### src/rtl/alu_issue_if.sv
// Shared ALU/comparator codes and the issue-stage bus: fetch side (ids_*),
// execute side (exs_*), plus writeback retire and flush.
package alu_issue_pkg;
  localparam logic [3:0] ALUOP_ADD  = 4'd0;
  localparam logic [3:0] ALUOP_SUB  = 4'd1;
  localparam logic [3:0] ALUOP_SLL  = 4'd2;
  localparam logic [3:0] ALUOP_SLT  = 4'd3;
  localparam logic [3:0] ALUOP_SLTU = 4'd4;
  localparam logic [3:0] ALUOP_XOR  = 4'd5;
  localparam logic [3:0] ALUOP_SRL  = 4'd6;
  localparam logic [3:0] ALUOP_SRA  = 4'd7;
  localparam logic [3:0] ALUOP_OR   = 4'd8;
  localparam logic [3:0] ALUOP_AND  = 4'd9;
  localparam logic [3:0] ALUOP_MOV  = 4'd10;

  // Condition codes share the BRANCH funct3 encoding so decode is a straight copy.
  localparam logic [2:0] ALUCOND_EQ  = 3'b000;
  localparam logic [2:0] ALUCOND_NE  = 3'b001;
  localparam logic [2:0] ALUCOND_LT  = 3'b100;
  localparam logic [2:0] ALUCOND_GE  = 3'b101;
  localparam logic [2:0] ALUCOND_LTU = 3'b110;
  localparam logic [2:0] ALUCOND_GEU = 3'b111;

  typedef struct packed {
    logic [31:0] left;
    logic [31:0] right;
    logic [31:0] cl;
    logic [31:0] cr;
    logic [3:0]  op;
    logic [2:0]  cop;
    logic [4:0]  rd;
    logic        wr;
    logic        br;
    logic        ill;
  } slot_t;
endpackage

interface alu_issue_if #(parameter int C_XLEN = 32);
  logic              ids_valid_i;
  logic              ids_ready_o;
  logic [31:0]       ids_ins_i;
  logic [C_XLEN-1:0] ids_pc_i;
  logic [C_XLEN-1:0] rs1_data_i;
  logic [C_XLEN-1:0] rs2_data_i;
  logic              exs_valid_o;
  logic              exs_ready_i;
  logic [C_XLEN-1:0] op_left_o;
  logic [C_XLEN-1:0] op_right_o;
  logic [3:0]        op_opcode_o;
  logic [C_XLEN-1:0] cmp_left_o;
  logic [C_XLEN-1:0] cmp_right_o;
  logic [2:0]        cmp_opcode_o;
  logic [4:0]        exs_rd_o;
  logic              exs_wr_en_o;
  logic              exs_branch_o;
  logic              exs_illegal_o;
  logic              wb_valid_i;
  logic [4:0]        wb_rd_i;
  logic              flush_i;

  modport slave (
    input  ids_valid_i, ids_ins_i, ids_pc_i, rs1_data_i, rs2_data_i,
           exs_ready_i, wb_valid_i, wb_rd_i, flush_i,
    output ids_ready_o, exs_valid_o, op_left_o, op_right_o, op_opcode_o,
           cmp_left_o, cmp_right_o, cmp_opcode_o, exs_rd_o, exs_wr_en_o,
           exs_branch_o, exs_illegal_o
  );
  modport master (
    output ids_valid_i, ids_ins_i, ids_pc_i, rs1_data_i, rs2_data_i,
           exs_ready_i, wb_valid_i, wb_rd_i, flush_i,
    input  ids_ready_o, exs_valid_o, op_left_o, op_right_o, op_opcode_o,
           cmp_left_o, cmp_right_o, cmp_opcode_o, exs_rd_o, exs_wr_en_o,
           exs_branch_o, exs_illegal_o
  );
endinterface

### src/rtl/alu_issue.sv
// RV32I decode/issue stage: decodes into an ALU/comparator bundle, holds it in
// a one-deep output slot, and stalls RAW hazards on a 32-entry busy scoreboard.
module alu_issue
  import alu_issue_pkg::*;
#(
  parameter int C_XLEN_X = 5,
  parameter int C_XLEN   = 2**C_XLEN_X
) (
  input  logic        clk_i,
  input  logic        reset_i,
  alu_issue_if.slave  bus
);
  localparam logic [6:0] OPC_OP     = 7'b0110011;
  localparam logic [6:0] OPC_OPIMM  = 7'b0010011;
  localparam logic [6:0] OPC_LUI    = 7'b0110111;
  localparam logic [6:0] OPC_AUIPC  = 7'b0010111;
  localparam logic [6:0] OPC_BRANCH = 7'b1100011;

  logic [31:0] w_ins;
  logic [6:0]  w_opc, w_f7;
  logic [2:0]  w_f3;
  logic [4:0]  w_rd, w_rs1, w_rs2;
  logic [31:0] w_imm_i, w_imm_u, w_imm_b, w_shamt;
  slot_t       w_dec;
  logic        w_rs1_used, w_rs2_used, w_haz, w_ready, w_fire;
  logic [31:0] w_set, w_clr;
  slot_t       r_slot;
  logic        r_vld;
  logic [31:0] r_busy;

  assign w_ins   = bus.ids_ins_i;
  assign w_opc   = w_ins[6:0];
  assign w_rd    = w_ins[11:7];
  assign w_f3    = w_ins[14:12];
  assign w_rs1   = w_ins[19:15];
  assign w_rs2   = w_ins[24:20];
  assign w_f7    = w_ins[31:25];
  assign w_imm_i = {{20{w_ins[31]}}, w_ins[31:20]};
  assign w_imm_u = {w_ins[31:12], 12'b0};
  assign w_imm_b = {{19{w_ins[31]}}, w_ins[31], w_ins[7], w_ins[30:25], w_ins[11:8], 1'b0};
  assign w_shamt = {27'b0, w_ins[24:20]};

  always_comb begin
    w_dec      = '0;
    w_dec.op   = ALUOP_ADD;
    w_dec.cop  = ALUCOND_EQ;
    w_dec.cl   = bus.rs1_data_i;
    w_dec.cr   = bus.rs2_data_i;
    w_dec.rd   = w_rd;
    w_rs1_used = 1'b0;
    w_rs2_used = 1'b0;
    case (w_opc)
      OPC_OP: begin
        w_rs1_used = 1'b1;
        w_rs2_used = 1'b1;
        w_dec.left  = bus.rs1_data_i;
        w_dec.right = bus.rs2_data_i;
        w_dec.wr    = 1'b1;
        case (w_f3)
          3'b000: w_dec.op = w_f7[5] ? ALUOP_SUB : ALUOP_ADD;
          3'b001: w_dec.op = ALUOP_SLL;
          3'b010: w_dec.op = ALUOP_SLT;
          3'b011: w_dec.op = ALUOP_SLTU;
          3'b100: w_dec.op = ALUOP_XOR;
          3'b101: w_dec.op = w_f7[5] ? ALUOP_SRA : ALUOP_SRL;
          3'b110: w_dec.op = ALUOP_OR;
          default: w_dec.op = ALUOP_AND;
        endcase
        w_dec.ill = !((w_f7 == 7'h00) ||
                      ((w_f7 == 7'h20) && ((w_f3 == 3'b000) || (w_f3 == 3'b101))));
      end
      OPC_OPIMM: begin
        w_rs1_used  = 1'b1;
        w_dec.left  = bus.rs1_data_i;
        w_dec.right = w_imm_i;
        w_dec.wr    = 1'b1;
        case (w_f3)
          3'b000: w_dec.op = ALUOP_ADD;
          3'b001: begin
            w_dec.op    = ALUOP_SLL;
            w_dec.right = w_shamt;
            w_dec.ill   = (w_f7 != 7'h00);
          end
          3'b010: w_dec.op = ALUOP_SLT;
          3'b011: w_dec.op = ALUOP_SLTU;
          3'b100: w_dec.op = ALUOP_XOR;
          3'b101: begin
            w_dec.op    = w_f7[5] ? ALUOP_SRA : ALUOP_SRL;
            w_dec.right = w_shamt;
            w_dec.ill   = !((w_f7 == 7'h00) || (w_f7 == 7'h20));
          end
          3'b110: w_dec.op = ALUOP_OR;
          default: w_dec.op = ALUOP_AND;
        endcase
      end
      OPC_LUI: begin
        w_dec.op    = ALUOP_MOV;
        w_dec.right = w_imm_u;
        w_dec.wr    = 1'b1;
      end
      OPC_AUIPC: begin
        w_dec.left  = bus.ids_pc_i;
        w_dec.right = w_imm_u;
        w_dec.wr    = 1'b1;
      end
      OPC_BRANCH: begin
        w_rs1_used  = 1'b1;
        w_rs2_used  = 1'b1;
        w_dec.left  = bus.ids_pc_i;
        w_dec.right = w_imm_b;
        w_dec.cop   = w_f3;
        w_dec.br    = 1'b1;
        w_dec.ill   = (w_f3[2:1] == 2'b01);
      end
      default: w_dec.ill = 1'b1;
    endcase
    if (w_dec.ill) begin
      w_dec.wr  = 1'b0;
      w_dec.br  = 1'b0;
      w_dec.op  = ALUOP_ADD;
      w_dec.cop = ALUCOND_EQ;
    end
    if (w_rd == 5'd0) w_dec.wr = 1'b0;
  end

  // No bypass: a register retiring this cycle still reads as busy.
  assign w_haz   = (w_rs1_used && r_busy[w_rs1]) || (w_rs2_used && r_busy[w_rs2]);
  assign w_ready = !w_haz && (!r_vld || bus.exs_ready_i) && !bus.flush_i;
  assign w_fire  = bus.ids_valid_i && w_ready;

  assign w_set = (w_fire && w_dec.wr) ? (32'd1 << w_rd) : 32'd0;
  assign w_clr = ((bus.wb_valid_i && (bus.wb_rd_i != 5'd0)) ? (32'd1 << bus.wb_rd_i) : 32'd0) |
                 ((bus.flush_i && r_vld && r_slot.wr) ? (32'd1 << r_slot.rd) : 32'd0);

  always_ff @(posedge clk_i) begin
    if (reset_i) begin
      r_vld      <= 1'b0;
      r_busy     <= '0;
      r_slot     <= '0;
      r_slot.op  <= ALUOP_ADD;
      r_slot.cop <= ALUCOND_EQ;
    end else begin
      r_busy <= (r_busy & ~w_clr) | w_set;
      if (bus.flush_i)          r_vld <= 1'b0;
      else if (w_fire) begin
        r_vld  <= 1'b1;
        r_slot <= w_dec;
      end else if (bus.exs_ready_i) r_vld <= 1'b0;
    end
  end

  assign bus.ids_ready_o   = w_ready;
  assign bus.exs_valid_o   = r_vld;
  assign bus.op_left_o     = r_slot.left;
  assign bus.op_right_o    = r_slot.right;
  assign bus.op_opcode_o   = r_slot.op;
  assign bus.cmp_left_o    = r_slot.cl;
  assign bus.cmp_right_o   = r_slot.cr;
  assign bus.cmp_opcode_o  = r_slot.cop;
  assign bus.exs_rd_o      = r_slot.rd;
  assign bus.exs_wr_en_o   = r_slot.wr;
  assign bus.exs_branch_o  = r_slot.br;
  assign bus.exs_illegal_o = r_slot.ill;
endmodule

### src/flat_wrapper.sv
// flat-port wrapper written by rule: the top's interface ports become plain ports
module alu_issue_flat import alu_issue_pkg::*;
#(
  parameter int C_XLEN_X = 5,
  parameter int C_XLEN   = 2**C_XLEN_X
)
  (clk_i, reset_i, bus_ids_valid_i, bus_ids_ins_i, bus_ids_pc_i, bus_rs1_data_i, bus_rs2_data_i, bus_exs_ready_i, bus_wb_valid_i, bus_wb_rd_i, bus_flush_i, bus_ids_ready_o, bus_exs_valid_o, bus_op_left_o, bus_op_right_o, bus_op_opcode_o, bus_cmp_left_o, bus_cmp_right_o, bus_cmp_opcode_o, bus_exs_rd_o, bus_exs_wr_en_o, bus_exs_branch_o, bus_exs_illegal_o);
  alu_issue_if #(.C_XLEN(C_XLEN)) bus_i ();
  input  logic clk_i;
  input  logic reset_i;
  input wire logic [$bits(bus_i.ids_valid_i)-1:0] bus_ids_valid_i;
  input wire logic [$bits(bus_i.ids_ins_i)-1:0] bus_ids_ins_i;
  input wire logic [$bits(bus_i.ids_pc_i)-1:0] bus_ids_pc_i;
  input wire logic [$bits(bus_i.rs1_data_i)-1:0] bus_rs1_data_i;
  input wire logic [$bits(bus_i.rs2_data_i)-1:0] bus_rs2_data_i;
  input wire logic [$bits(bus_i.exs_ready_i)-1:0] bus_exs_ready_i;
  input wire logic [$bits(bus_i.wb_valid_i)-1:0] bus_wb_valid_i;
  input wire logic [$bits(bus_i.wb_rd_i)-1:0] bus_wb_rd_i;
  input wire logic [$bits(bus_i.flush_i)-1:0] bus_flush_i;
  output wire logic [$bits(bus_i.ids_ready_o)-1:0] bus_ids_ready_o;
  output wire logic [$bits(bus_i.exs_valid_o)-1:0] bus_exs_valid_o;
  output wire logic [$bits(bus_i.op_left_o)-1:0] bus_op_left_o;
  output wire logic [$bits(bus_i.op_right_o)-1:0] bus_op_right_o;
  output wire logic [$bits(bus_i.op_opcode_o)-1:0] bus_op_opcode_o;
  output wire logic [$bits(bus_i.cmp_left_o)-1:0] bus_cmp_left_o;
  output wire logic [$bits(bus_i.cmp_right_o)-1:0] bus_cmp_right_o;
  output wire logic [$bits(bus_i.cmp_opcode_o)-1:0] bus_cmp_opcode_o;
  output wire logic [$bits(bus_i.exs_rd_o)-1:0] bus_exs_rd_o;
  output wire logic [$bits(bus_i.exs_wr_en_o)-1:0] bus_exs_wr_en_o;
  output wire logic [$bits(bus_i.exs_branch_o)-1:0] bus_exs_branch_o;
  output wire logic [$bits(bus_i.exs_illegal_o)-1:0] bus_exs_illegal_o;
  assign bus_i.ids_valid_i = bus_ids_valid_i;
  assign bus_i.ids_ins_i = bus_ids_ins_i;
  assign bus_i.ids_pc_i = bus_ids_pc_i;
  assign bus_i.rs1_data_i = bus_rs1_data_i;
  assign bus_i.rs2_data_i = bus_rs2_data_i;
  assign bus_i.exs_ready_i = bus_exs_ready_i;
  assign bus_i.wb_valid_i = bus_wb_valid_i;
  assign bus_i.wb_rd_i = bus_wb_rd_i;
  assign bus_i.flush_i = bus_flush_i;
  assign bus_ids_ready_o = bus_i.ids_ready_o;
  assign bus_exs_valid_o = bus_i.exs_valid_o;
  assign bus_op_left_o = bus_i.op_left_o;
  assign bus_op_right_o = bus_i.op_right_o;
  assign bus_op_opcode_o = bus_i.op_opcode_o;
  assign bus_cmp_left_o = bus_i.cmp_left_o;
  assign bus_cmp_right_o = bus_i.cmp_right_o;
  assign bus_cmp_opcode_o = bus_i.cmp_opcode_o;
  assign bus_exs_rd_o = bus_i.exs_rd_o;
  assign bus_exs_wr_en_o = bus_i.exs_wr_en_o;
  assign bus_exs_branch_o = bus_i.exs_branch_o;
  assign bus_exs_illegal_o = bus_i.exs_illegal_o;
  alu_issue #(.C_XLEN_X(C_XLEN_X), .C_XLEN(C_XLEN)) u_core (.clk_i(clk_i), .reset_i(reset_i), .bus(bus_i));
endmodule
### config.mk
export PLATFORM = sky130hd
export DESIGN_NAME = alu_issue_flat
export DESIGN_NICKNAME = d
export VERILOG_FILES = /design/src/rtl/alu_issue_if.sv /design/src/rtl/alu_issue.sv /design/src/flat_wrapper.sv
export SDC_FILE = /design/constraint.sdc
export NUM_CORES = 1
export LEC_CHECK = 0
export BUFFER_PORTS_ARGS = -buffer_cell sky130_fd_sc_hd__clkbuf_2
export CAP_MARGIN = 20
export CORE_MARGIN = 4
export CORE_UTILIZATION = 40
export DETAILED_ROUTE_END_ITERATION = 6
export PLACE_DENSITY = 0.64
export SLEW_MARGIN = 20
export SYNTH_ARGS = -nofsm -noshare
export SYNTH_HDL_FRONTEND = slang
export SYNTH_SLANG_ARGS = --single-unit
### constraint.sdc
create_clock -name clk_i -period 5.4 [get_ports clk_i]
set_input_delay 1.08 -clock clk_i [delete_from_list [all_inputs] [get_ports clk_i]]
set_output_delay 1.08 -clock clk_i [all_outputs]
set_load 0.01 [all_outputs]
==> impl_metrics.prom <==
# TYPE chip_impl_metric gauge
chip_impl_metric{name="synth_fa_ha_area_share",unit="%"} 0
chip_impl_metric{name="fp-row-count",unit=""} 53
chip_impl_info{name="worst_path_max_delay_cell",value="sky130_fd_sc_hd__mux4_2"} 1
chip_impl_metric{name="number_of_synthesized_flops_with_an_enable_pin",unit=""} 0
chip_impl_metric{name="track_usage",unit="%"} 26.1
chip_impl_metric{name="maxClockFrequency",unit="GHz"} 0.235
chip_impl_metric{name="routability_congestion",unit=""} 0.907
chip_impl_metric{name="insertion_delay",unit="ns"} 0.44
chip_impl_metric{name="yosys_register_bits",unit=""} 176
chip_impl_metric{name="finalNetCount",unit=""} 1325
chip_impl_metric{name="core_area",unit="µm²"} 21300
chip_impl_metric{name="met3_wirelength",unit="µm"} 3350
chip_impl_metric{name="finish.utilization",unit="%"} 50.5
chip_impl_metric{name="synthesis.area_per_instance",unit="µm²"} 8.92
chip_impl_metric{name="post-cts-setup-buffer-count",unit=""} 0
chip_impl_metric{name="final-setup-viol-count",unit=""} 0
chip_impl_metric{name="max-slew-margin-rel",unit="%"} 25.8
chip_impl_metric{name="drt-total-wl",unit="µm"} 33500
chip_impl_metric{name="ys_types",unit=""} 60
chip_impl_metric{name="cts_made_buffers",unit=""} 17
chip_impl_metric{name="insertedDiodeCount",unit=""} 0
chip_impl_info{name="cp_cell_sequence",value="clkbuf_2, mux4_2, mux2i_1, o221ai_1, a211oi_4, o41ai_4, inv_1, clkbuf_2"} 1
chip_impl_metric{name="worst_slew_pin_slew",unit="ns"} 1.11
chip_impl_metric{name="final_min_period_over_clock_period",unit="%"} 78.8
chip_impl_metric{name="timing.hold.ws",unit="ns"} 0.462
chip_impl_info{name="dominantRegCellSynth",value="sky130_fd_sc_hd__dfxtp_1"} 1
chip_impl_metric{name="route.vias.total",unit=""} 9306
chip_impl_metric{name="max_cap_viol_count",unit=""} 0
chip_impl_info{name="most-common-layout-cells",value="282 x sky130_fd_sc_hd__clkbuf_2, 176 x sky130_fd_sc_hd__dfxtp_1, 138 x sky130_fd_sc_hd__a21oi_1"} 1
chip_impl_metric{name="timing_max_transition_violations_final",unit=""} 0
chip_impl_info{name="cts_tree",value="built"} 1
chip_impl_metric{name="detailedRoute.firstIterationViolations",unit=""} 1039
chip_impl_metric{name="cts.hold.buffers_added",unit=""} 0
chip_impl_metric{name="first_global_vias",unit=""} 8527
chip_impl_metric{name="die_area",unit="µm²"} 24300
chip_impl_metric{name="share_of_synthesized_area_spent_on_multiplexers",unit="%"} 6.05
chip_impl_metric{name="cp_max_fo",unit=""} 14
chip_impl_metric{name="post-route-drc-count",unit=""} 0
chip_impl_metric{name="initial_util",unit="%"} 41.1
chip_impl_metric{name="synthCells",unit=""} 981
chip_impl_metric{name="clock_path_buffers",unit=""} 2
chip_impl_info{name="timing.critical_path.to_type",value="primary output"} 1
chip_impl_info{name="clock-root-buffer",value="sky130_fd_sc_hd__clkbuf_16"} 1
chip_impl_metric{name="layout-drive-gt1-share",unit="%"} 32.1
chip_impl_info{name="timing.critical_path.mode_cell",value="sky130_fd_sc_hd__clkbuf_2"} 1
chip_impl_metric{name="fin_setup_tns",unit="ns"} 0
chip_impl_metric{name="setup_ws",unit="ns"} 1.14
chip_impl_metric{name="first_pass_grt_wire_length",unit="µm"} 50300
chip_impl_metric{name="route.met2.wl",unit="µm"} 15400
chip_impl_metric{name="avgViaCountPerCell",unit=""} 6.31
chip_impl_metric{name="die_height",unit="µm"} 156
chip_impl_metric{name="place.detailed.hpwl",unit="µm"} 23000
chip_impl_info{name="most_frequent_standard_cell_in_the_layout_excluding_fill_and_tap_cells",value="sky130_fd_sc_hd__clkbuf_2"} 1
chip_impl_metric{name="drtAntennaViolNets",unit=""} 0
chip_impl_metric{name="wl_per_cell",unit="µm"} 22.7
chip_impl_metric{name="final.setup_skew",unit="ns"} 0.0141
chip_impl_metric{name="yosysWarnings",unit=""} 0
chip_impl_info{name="route.top_layer_used",value="met4"} 1
chip_impl_metric{name="cts.sinks",unit=""} 176
chip_impl_metric{name="total_power",unit="W"} 0.00306
chip_impl_info{name="critPathLaunchType",value="input port"} 1
chip_impl_metric{name="placement.io_buffers",unit=""} 283
chip_impl_metric{name="wirelength_met1",unit="µm"} 13800
chip_impl_metric{name="synth_xor_area_share",unit="%"} 0.200
chip_impl_metric{name="synth-compound-area-share",unit="%"} 35.3
chip_impl_metric{name="io-pin-count",unit=""} 284
chip_impl_metric{name="critical-path-max-stage-delay",unit="ns"} 0.56
chip_impl_metric{name="period_minus_slack",unit="ns"} 4.26
chip_impl_metric{name="cts.reportedPaths.clkPinSlew",unit="ns"} 0.07
chip_impl_info{name="combinational_family_with_the_most_area_after_synthesis",value="compound AO/OA/AOI/OAI gates"} 1
chip_impl_info{name="min-delay-path-class",value="flop to flop"} 1
chip_impl_info{name="worstSetupPathType",value="input port to primary output"} 1
chip_impl_info{name="run_status",value="complete, no violations"} 1
chip_impl_metric{name="powerDensity",unit="nW/µm²"} 285
chip_impl_metric{name="drt_pre_antenna_iters",unit=""} 5
chip_impl_metric{name="synth-seq-area-share",unit="%"} 40.3
chip_impl_metric{name="peakVddDrop",unit="µV"} 149
chip_impl_info{name="grt_setup_unrepaired",value="false"} 1
chip_impl_metric{name="ctsHtreeMaxLevel",unit=""} 4
chip_impl_metric{name="grt_max_degree",unit=""} 136
chip_impl_metric{name="syn_nets",unit=""} 1120
chip_impl_metric{name="antenna_found_initial",unit=""} 0
chip_impl_metric{name="synth-async-reset-ratio",unit="%"} 0
chip_impl_metric{name="synthToLayoutAreaGrowth",unit="%"} 23.0
chip_impl_metric{name="overflow_after_grt",unit=""} 0
chip_impl_metric{name="post_cts_resized",unit=""} 0
chip_impl_metric{name="pre_cts_ws",unit="ns"} 1.14
chip_impl_metric{name="timing.final.hold_violations",unit=""} 0
chip_impl_metric{name="floorplan.die.width",unit="µm"} 156
chip_impl_metric{name="synthSimpleGateAreaFrac",unit="%"} 11.7
chip_impl_metric{name="leakagePower",unit="nW"} 4.20
chip_impl_metric{name="critPathArrivalTime",unit="ns"} 3.18
chip_impl_metric{name="synth_area",unit="µm²"} 8750
chip_impl_metric{name="timing.critical_path.required",unit="ns"} 4.32
==> power by group <==
part / internal, W / total [W] / switching, W
registers: 0.00135 / 0.00138 / 0.0000290
logic: 0.000153 / 0.000445 / 0.000292
clock network: 0.000628 / 0.00124 / 0.000609
==> sequential cells by signal, summed over array words and instances (netlist names) <==
signal	count
u_core.r_busy	32
u_core.bus.exs_wr_en_o	1
u_core.bus.exs_valid_o	1
u_core.bus.cmp_left_o	32
u_core.bus.op_opcode_o	4
u_core.bus.cmp_opcode_o	3
u_core.bus.exs_illegal_o	1
u_core.bus.op_right_o	32
u_core.bus.cmp_right_o	32
u_core.bus.op_left_o	32
u_core.bus.exs_rd_o	5
u_core.bus.exs_branch_o	1
==> kinds of logic after synthesis <==
| group | Yosys count |
|---|---|
| flops | 176 |
| compound gates | 448 |
| buf+inv | 120 |
| xor+xnor | 2 |
| simple gates | 197 |
| mux | 38 |
==> final cells by class <==
class                      instances  area, µm²
fill                            2038      10500
sequential                       176       3520
inverter                           9       33.8
clock buffer                      18        439
multi-input combinational        685       4710
clock inverter                    14        138
tap                              275        344
timing repair buffer             297       1570
==> cell usage after synthesis, types with 4 or more instances <==
cell	number	share of area (%)
sky130_fd_sc_hd__mux4_2	11	2.8
sky130_fd_sc_hd__buf_1	4	0.17
sky130_fd_sc_hd__mux2i_1	18	2.1
sky130_fd_sc_hd__o211a_1	10	1.1
sky130_fd_sc_hd__a22oi_1	57	4.9
sky130_fd_sc_hd__o221ai_1	5	0.50
sky130_fd_sc_hd__nand3_1	82	4.7
sky130_fd_sc_hd__inv_1	8	0.34
sky130_fd_sc_hd__o2111ai_1	10	1.0
sky130_fd_sc_hd__buf_2	19	1.1
sky130_fd_sc_hd__a32oi_1	6	0.60
sky130_fd_sc_hd__nand2_1	36	1.5
sky130_fd_sc_hd__nor2_1	15	0.64
sky130_fd_sc_hd__a311oi_1	20	2.0
sky130_fd_sc_hd__nand4_1	4	0.29
sky130_fd_sc_hd__or2_2	9	0.64
sky130_fd_sc_hd__o41ai_1	20	2.0
sky130_fd_sc_hd__buf_4	9	0.77
sky130_fd_sc_hd__clkbuf_1	72	3.1
sky130_fd_sc_hd__a21oi_1	138	7.9
sky130_fd_sc_hd__o311a_1	9	1.0
sky130_fd_sc_hd__nand3b_1	4	0.34
sky130_fd_sc_hd__mux2_2	8	1.0
sky130_fd_sc_hd__dfxtp_1	176	40
sky130_fd_sc_hd__o21ai_0	93	5.3
sky130_fd_sc_hd__nand2b_1	14	1.0
sky130_fd_sc_hd__nor2b_1	13	0.93
sky130_fd_sc_hd__buf_6	7	0.90
sky130_fd_sc_hd__a211oi_1	46	3.9
sky130_fd_sc_hd__o41ai_2	16	3.0
==> per-stage QoR <==
| stage | std cells | instance area, µm² |
|---|---|---|
| CTS | 1474 | 10800 |
| global route | 1474 | 10800 |
| detailed placement | 1442 | 10200 |
| global placement | 1442 | 10200 |
| floorplan | 981 | 8750 |
| finish | 1474 | 10800 |
==> critical path: cells and delay by family <==
kind	cells	cell delay [ns]
buffers and inverters	3	0.61
multiplexers	2	0.74
AO/OA/AOI/OAI	3	0.73
==> layer usage <==
| metal | vias up | track usage [%] |
|---|---|---|
| met4 | 0 | 9.00 |
| met3 | 76 | 5.96 |
| met5 | - | 0 |
| li1 | 4223 | - |
| met2 | 555 | 40.1 |
| met1 | 4452 | 36.1 |
==> final timing paths <==
path	from	to	slack (ns)	depth (start not counted)
worst max register to register	u_core.r_busy[30]	u_core.bus.op_left_o[5]	2.35	7
worst min register to register	u_core.bus.op_opcode_o[0]	u_core.bus.op_opcode_o[0]	0.46	2
worst min-delay path	u_core.bus.op_opcode_o[0]	u_core.bus.op_opcode_o[0]	0.46	2
worst max-delay path	bus_ids_ins_i[15]	bus_ids_ready_o	1.14	8
Power figures use the tool's default switching activity.
